`src/rtl/alu_op_master.sv`:
```
// alu_op_master: requester-side companion to the 2-stage ALU.
// Accepts tagged requests, drives the ALU input port, tracks in-flight ops
// against the fixed ALU latency and buffers tagged results in a
// first-word-fall-through response FIFO. Request-side credits (occupancy)
// guarantee that a returning result always finds a free FIFO slot.
// Optional feature: define ALU_SCOREBOARD_EN to carry the operands through
// the tag pipe and flag results that differ from the expected value.
module alu_op_master #(
    parameter int DATA_WIDTH  = 8,
    parameter int SEL_WIDTH   = 2,
    parameter int TAG_WIDTH   = 2,
    parameter int RSP_DEPTH   = 4,
    parameter int ALU_LATENCY = 2
) (
    input  logic                  clk,
    input  logic                  rst,
    input  logic                  req_valid_i,
    output logic                  req_ready_o,
    input  logic [DATA_WIDTH-1:0] req_a_i,
    input  logic [DATA_WIDTH-1:0] req_b_i,
    input  logic [SEL_WIDTH-1:0]  req_sel_i,
    input  logic [TAG_WIDTH-1:0]  req_tag_i,
    output logic                  alu_valid_o,
    output logic [DATA_WIDTH-1:0] alu_data_1_o,
    output logic [DATA_WIDTH-1:0] alu_data_2_o,
    output logic [SEL_WIDTH-1:0]  alu_sel_o,
    input  logic                  alu_valid_i,
    input  logic [DATA_WIDTH:0]   alu_data_i,
    output logic                  rsp_valid_o,
    input  logic                  rsp_ready_i,
    output logic [DATA_WIDTH:0]   rsp_data_o,
    output logic [TAG_WIDTH-1:0]  rsp_tag_o,
    output logic                  rsp_mismatch_o,
    output logic                  busy_o,
    output logic                  err_o
);

    localparam int RES_W  = DATA_WIDTH + 1;
    localparam int PTR_W  = (RSP_DEPTH > 1) ? $clog2(RSP_DEPTH) : 1;
    localparam int CNT_W  = $clog2(RSP_DEPTH + 1);
    localparam int PIPE_D = ALU_LATENCY + 1;
    localparam logic [CNT_W-1:0] OCC_MAX = CNT_W'(RSP_DEPTH);
    localparam logic [CNT_W-1:0] CNT_ONE = CNT_W'(1);
    localparam logic [PTR_W-1:0] PTR_ONE = PTR_W'(1);

    // Credit and handshake signals
    logic [CNT_W-1:0]     occ_r;
    logic                 accept_s;
    logic                 pop_s;
    logic                 push_s;

    // Issue register and in-flight tag pipe
    logic [TAG_WIDTH-1:0] iss_tag_r;
    logic [PIPE_D-1:0]    pv_r;
    logic [TAG_WIDTH-1:0] pt_r [PIPE_D];
    logic                 exp_s;
    logic [RES_W-1:0]     cap_data_s;

    // Response FIFO storage
    logic [RES_W-1:0]     mem_data_r [RSP_DEPTH];
    logic [TAG_WIDTH-1:0] mem_tag_r  [RSP_DEPTH];
    logic [PTR_W-1:0]     wr_ptr_r;
    logic [PTR_W-1:0]     rd_ptr_r;
    logic [CNT_W-1:0]     cnt_r;
    logic                 err_r;

    // Handshakes: ready is withheld during reset and when all credits are out
    assign req_ready_o = !rst && (occ_r < OCC_MAX);
    assign accept_s    = req_valid_i && req_ready_o;
    assign pop_s       = rsp_valid_o && rsp_ready_i;
    assign exp_s       = pv_r[PIPE_D-1];
    assign push_s      = exp_s;

    assign busy_o      = (occ_r != {CNT_W{1'b0}});
    assign rsp_valid_o = (cnt_r != {CNT_W{1'b0}});
    assign rsp_data_o  = mem_data_r[rd_ptr_r];
    assign rsp_tag_o   = mem_tag_r[rd_ptr_r];
    assign err_o       = err_r;

    // Credit counter: one credit per accepted op, returned when its response pops
    always_ff @(posedge clk) begin
        if (rst) begin
            occ_r <= {CNT_W{1'b0}};
        end else if (accept_s && !pop_s) begin
            occ_r <= occ_r + CNT_ONE;
        end else if (!accept_s && pop_s) begin
            occ_r <= occ_r - CNT_ONE;
        end else begin
            occ_r <= occ_r;
        end
    end

    // ALU issue register: valid pulses per accept, operands hold their last values
    always_ff @(posedge clk) begin
        if (rst) begin
            alu_valid_o  <= 1'b0;
            alu_data_1_o <= {DATA_WIDTH{1'b0}};
            alu_data_2_o <= {DATA_WIDTH{1'b0}};
            alu_sel_o    <= {SEL_WIDTH{1'b0}};
            iss_tag_r    <= {TAG_WIDTH{1'b0}};
        end else begin
            alu_valid_o <= accept_s;
            if (accept_s) begin
                alu_data_1_o <= req_a_i;
                alu_data_2_o <= req_b_i;
                alu_sel_o    <= req_sel_i;
                iss_tag_r    <= req_tag_i;
            end
        end
    end

    // Tag pipe fed from the issue register; its last stage lines up with alu_valid_i
    always_ff @(posedge clk) begin
        if (rst) begin
            pv_r <= {PIPE_D{1'b0}};
            for (int i = 0; i < PIPE_D; i++) begin
                pt_r[i] <= {TAG_WIDTH{1'b0}};
            end
        end else begin
            pv_r    <= {pv_r[PIPE_D-2:0], alu_valid_o};
            pt_r[0] <= iss_tag_r;
            for (int i = 1; i < PIPE_D; i++) begin
                pt_r[i] <= pt_r[i-1];
            end
        end
    end

    // Capture data: a missing ALU result is replaced by zero so the tag still returns
    always_comb begin
        cap_data_s = {RES_W{1'b0}};
        if (alu_valid_i) begin
            cap_data_s = alu_data_i;
        end else begin
            cap_data_s = {RES_W{1'b0}};
        end
    end

    // Sticky protocol error: result present without expectation or vice versa
    always_ff @(posedge clk) begin
        if (rst) begin
            err_r <= 1'b0;
        end else if (exp_s != alu_valid_i) begin
            err_r <= 1'b1;
        end else begin
            err_r <= err_r;
        end
    end

    // Response FIFO: push on expected capture, pop on handshake, both allowed when full
    always_ff @(posedge clk) begin
        if (rst) begin
            wr_ptr_r <= {PTR_W{1'b0}};
            rd_ptr_r <= {PTR_W{1'b0}};
            cnt_r    <= {CNT_W{1'b0}};
            for (int i = 0; i < RSP_DEPTH; i++) begin
                mem_data_r[i] <= {RES_W{1'b0}};
                mem_tag_r[i]  <= {TAG_WIDTH{1'b0}};
            end
        end else begin
            if (push_s) begin
                mem_data_r[wr_ptr_r] <= cap_data_s;
                mem_tag_r[wr_ptr_r]  <= pt_r[PIPE_D-1];
                wr_ptr_r             <= wr_ptr_r + PTR_ONE;
            end
            if (pop_s) begin
                rd_ptr_r <= rd_ptr_r + PTR_ONE;
            end
            case ({push_s, pop_s})
                2'b10:   cnt_r <= cnt_r + CNT_ONE;
                2'b01:   cnt_r <= cnt_r - CNT_ONE;
                default: cnt_r <= cnt_r;
            endcase
        end
    end

`ifdef ALU_SCOREBOARD_EN
    // Expected ALU result, computed modulo 2^(DATA_WIDTH+1)
    function automatic logic [RES_W-1:0] alu_expect(
        input logic [DATA_WIDTH-1:0] a,
        input logic [DATA_WIDTH-1:0] b,
        input logic [SEL_WIDTH-1:0]  sel
    );
        logic [RES_W-1:0] r;
        case (sel)
            SEL_WIDTH'(2'b00): r = {1'b0, a} + {1'b0, b};
            SEL_WIDTH'(2'b01): r = {1'b0, a} - {1'b0, b};
            SEL_WIDTH'(2'b10): r = {1'b0, a} + {{DATA_WIDTH{1'b0}}, 1'b1};
            default:           r = {RES_W{1'b0}};
        endcase
        return r;
    endfunction

    logic [DATA_WIDTH-1:0] pa_r [PIPE_D];
    logic [DATA_WIDTH-1:0] pb_r [PIPE_D];
    logic [SEL_WIDTH-1:0]  ps_r [PIPE_D];
    logic                  mem_mm_r [RSP_DEPTH];
    logic                  cap_mm_s;

    // Operand pipe travelling alongside the tag pipe
    always_ff @(posedge clk) begin
        if (rst) begin
            for (int i = 0; i < PIPE_D; i++) begin
                pa_r[i] <= {DATA_WIDTH{1'b0}};
                pb_r[i] <= {DATA_WIDTH{1'b0}};
                ps_r[i] <= {SEL_WIDTH{1'b0}};
            end
        end else begin
            pa_r[0] <= alu_data_1_o;
            pb_r[0] <= alu_data_2_o;
            ps_r[0] <= alu_sel_o;
            for (int i = 1; i < PIPE_D; i++) begin
                pa_r[i] <= pa_r[i-1];
                pb_r[i] <= pb_r[i-1];
                ps_r[i] <= ps_r[i-1];
            end
        end
    end

    // Compare the captured result with the expected one
    always_comb begin
        cap_mm_s = 1'b0;
        if (cap_data_s != alu_expect(pa_r[PIPE_D-1], pb_r[PIPE_D-1], ps_r[PIPE_D-1])) begin
            cap_mm_s = 1'b1;
        end else begin
            cap_mm_s = 1'b0;
        end
    end

    // Mismatch flag storage, written alongside the FIFO data
    always_ff @(posedge clk) begin
        if (rst) begin
            for (int i = 0; i < RSP_DEPTH; i++) begin
                mem_mm_r[i] <= 1'b0;
            end
        end else if (push_s) begin
            mem_mm_r[wr_ptr_r] <= cap_mm_s;
        end
    end

    assign rsp_mismatch_o = mem_mm_r[rd_ptr_r];
`else
    assign rsp_mismatch_o = 1'b0;
`endif

endmodule

```
`config.mk`:
```
export PLATFORM = sky130hd
export DESIGN_NAME = alu_op_master
export DESIGN_NICKNAME = d
export VERILOG_FILES = /design/src/rtl/alu_op_master.sv
export SDC_FILE = /design/constraint.sdc
export NUM_CORES = 1
export LEC_CHECK = 0
export BUFFER_PORTS_ARGS = -buffer_cell sky130_fd_sc_hd__buf_2
export CORE_ASPECT_RATIO = 0.9
export CORE_MARGIN = 2
export CORE_UTILIZATION = 40
export CTS_CLUSTER_DIAMETER = 200
export CTS_CLUSTER_SIZE = 20
export DETAILED_ROUTE_END_ITERATION = 10
export GPL_ROUTABILITY_DRIVEN = 0
export RECOVER_POWER = 50
export SLEW_MARGIN = 10
export SYNTH_ARGS = -nofsm -noshare
export SYNTH_HDL_FRONTEND = slang
export SYNTH_SLANG_ARGS = --single-unit
```
`constraint.sdc`:
```
create_clock -name clk -period 2.88 [get_ports clk]
set_clock_uncertainty 0.1 [all_clocks]
set_input_delay 0.576 -clock clk [delete_from_list [all_inputs] [get_ports clk]]
set_output_delay 0.576 -clock clk [all_outputs]
set_load 0.05 [all_outputs]
```
==> flow_summary.toml <==
[yosys]
synth_seq_area_share = 0.6163
synth_edf_count = 44
synth_area_leaders = "edfxtp_1 37%, dfxtp_1 24%, mux4_2 7.0%"
async_flop_share = 0
synth.mux.area_fraction = 0.07915
syn_area_sq_um = 3541
synth_top_area_frac = 0.3731
ys_warn_count = 0
avgSynthCellArea_sq_um = 12.13
synth_top_cell_by_area = "edfxtp_1"
synth_nets = 330
yosys.area_share.simple = 0.1728
syn_inst = 292
synthXorXnorAreaFrac = 0.01979
synth_top_family_by_area = "simple AND/OR/NAND/NOR gates"
synth_compound_area_frac = 0.04488
ys_ff_latch = 87
synth_adder_area_share = 0.01837
synth_flop_cell = "edfxtp_1"
ys_types = 37

[clock_network]
cts_tree = "built"
insertion_delay_ns = 0.35
cts_inserted_buffers = 9
cts_setup_buffers = 0
cts_root_buf = "clkbuf_8"
ctsResizeCount = 0
clk_pin_slew_ns = 0.09
hold_buffers = 0
cts_buffer_depth = 2
htree_levels = 3
cts_sinks = 87

[sta]
drv_slew = 0
finalSetupViolCount = 0
hold_viol = 0
worstMarginPinSlew_ns = 1.312
finalCritPeriodShare = 0.8284
max_slew_margin = 0.1236
post-route-min-period_ns = 2.386
grt_setup_unrepaired = "false"
fmax_mhz = 419.2
tns_ns = 0

[route]
wirelength_mm = 6.404
drt_iter0_drc = 113
vias_per_cell = 4.605
routedWlPerCell_microns = 13.23
ant_nets = 0
drc = 0
via_count = 2229
dr.pass1.iters = 4

[critical_path]
cp.required_ns = 2.20
arrival_ns = 1.71
worstReg2RegEnd = "occ_r[2]$_SDFFE_PP0P_"
reg2reg_setup_slack_ns = 0.53
worst-r2r-cell-count = 7
crit_path_start_kind = "flop"
end_kind = "primary output"
r2r_start = "cnt_r[0]$_SDFFE_PP0P_"
cp_max_fo = 11
criticalPathCategory = "flop to primary output"

[pwr]
powerDensity_nw_per_um2 = 646.6
peakVddDrop_mv = 0.2666
p_leak_nw = 1.628

[finish]
finalNetCount = 398
finalNonFillerCells = 484
syn2layout_area_growth_pct = 16.15
mostFrequentLayoutCells = "51 x buf_2, 44 x edfxtp_1, 43 x dfxtp_1"
n_antenna_cell = 0
final_common_cell = "buf_2"
layout-drive-gt1-share = 0.2384

[placement]
place_hpwl_mm = 4.187
place_inst = 468
io_buffers = 67

[grt]
grt_overflow = 0
antenna_found_initial = 0
grt_pass1_vias = 2168
grtUsageTotal = 0.1483
grt_max_degree = 39
grt_pass1_wl_mm = 10.65

[worst_hold_path]
holdPathEnd = "alu_data_1_o[1]$_SDFFE_PP0P_"
min_from = "req_a_i[1]"
min_path_cells = 3
hold_path_class = "input pin to flop"

[floorplan]
dieWidth_microns = 103.2
start_util = 0.4133
dieHeight_microns = 93.26
coreArea_sq_um = 8568
dieArea_sq_um = 9622
num_rows = 32
pin_count = 69

[flow_run]
maxCapViolCount = 0

[outcome]
outcome = "finished, final reports clean"
-- worst max-delay path by stage --
stage                     cells past startpoint  slack (ns)                   from                    end
after floorplan                               9        0.50                    rst  occ_r[2]$_SDFFE_PP0P_
after global placement                        8        0.63                    rst  occ_r[2]$_SDFFE_PP0P_
after detailed placement                      8        0.57                    rst  occ_r[2]$_SDFFE_PP0P_
after CTS                                     2        0.47                   flop          rsp_data_o[2]
after global routing                          7        0.37  cnt_r[0]$_SDFFE_PP0P_  occ_r[2]$_SDFFE_PP0P_
final                                         2        0.49                   flop           rsp_tag_o[0]
-- per-layer routing --
layer,vias to the layer above,GRT usage,share of wire
met5,-,0,0
li1,1114,-,-
met1,1044,0.2009,0.46
met2,57,0.2224,0.46
met4,0,0.05921,0.020
met3,14,0.04484,0.056
-- Yosys cell counts (all sizes together) (3+ instances only) --
cell type   n
dfxtp      43
xor2        7
nor2       35
or3         4
nand2      29
nor3b       3
mux4       11
nand2b     20
edfxtp     44
inv        17
and3b       3
buf        14
a21oi       4
o21ai      20
and2        9
nor2b       9
-- cell families after synthesis --
| family | Yosys count |
|---|---|
| AOI/OAI and AO/OA | 27 |
| adders and majority gates | 4 |
| DFF | 87 |
| buffers and inverters | 33 |
| other | 1 |
| xor gates and xnor gates | 8 |
| muxes | 14 |
| and+or+nand+nor | 118 |
-- flip-flops by register name, indices dropped and copies added (netlist names), 3 cells and up, named ones only --
signal,count
occ_r,3
pv_r,3
cnt_r,3
pt_r,6
alu_data_2_o,8
mem_tag_r,8
mem_data_r,36
alu_data_1_o,8
-- report_power, final --
group	internal, mW	switching (mW)	total [mW]	leakage (nW)
logic	0.118	0.302	0.420	0.724
clock network	0.402	0.427	0.829	0.0976
registers	1.37	0.0386	1.41	0.807
total	1.89	0.768	2.66	1.63
-- critical path: stages, from the launching register on --
cell and delay (ns):
dfxtp_1 0.72, mux4_2 0.42, buf_2 0.23
-- cell type report --
class,instances,area [sq um]
clock buffer,9,123.9
tap,119,148.9
clock inverter,7,70.07
multi-input combinational,172,1171
inverter,17,63.81
fill,818,4456
timing repair buffer,73,352.8
sequential,87,2182
-- through the flow --
stage          hold slack, ns    util  worst slack (ns)  total power, mW  cell area, sq um
3_3_place_gp           0.3197  0.4635            0.6271            1.868              3971
6_report               0.3108  0.4800            0.4943            2.659              4113
4_1_cts                0.2939  0.4861            0.4690            2.701              4165
5_1_grt                0.3109  0.4800            0.3658            2.779              4113
3_5_place_dp           0.3220  0.4635            0.5726            1.874              3971
2_1_floorplan          0.3138       -            0.5021            1.765              3541
Note: power is estimated with default switching activity, not from simulation.
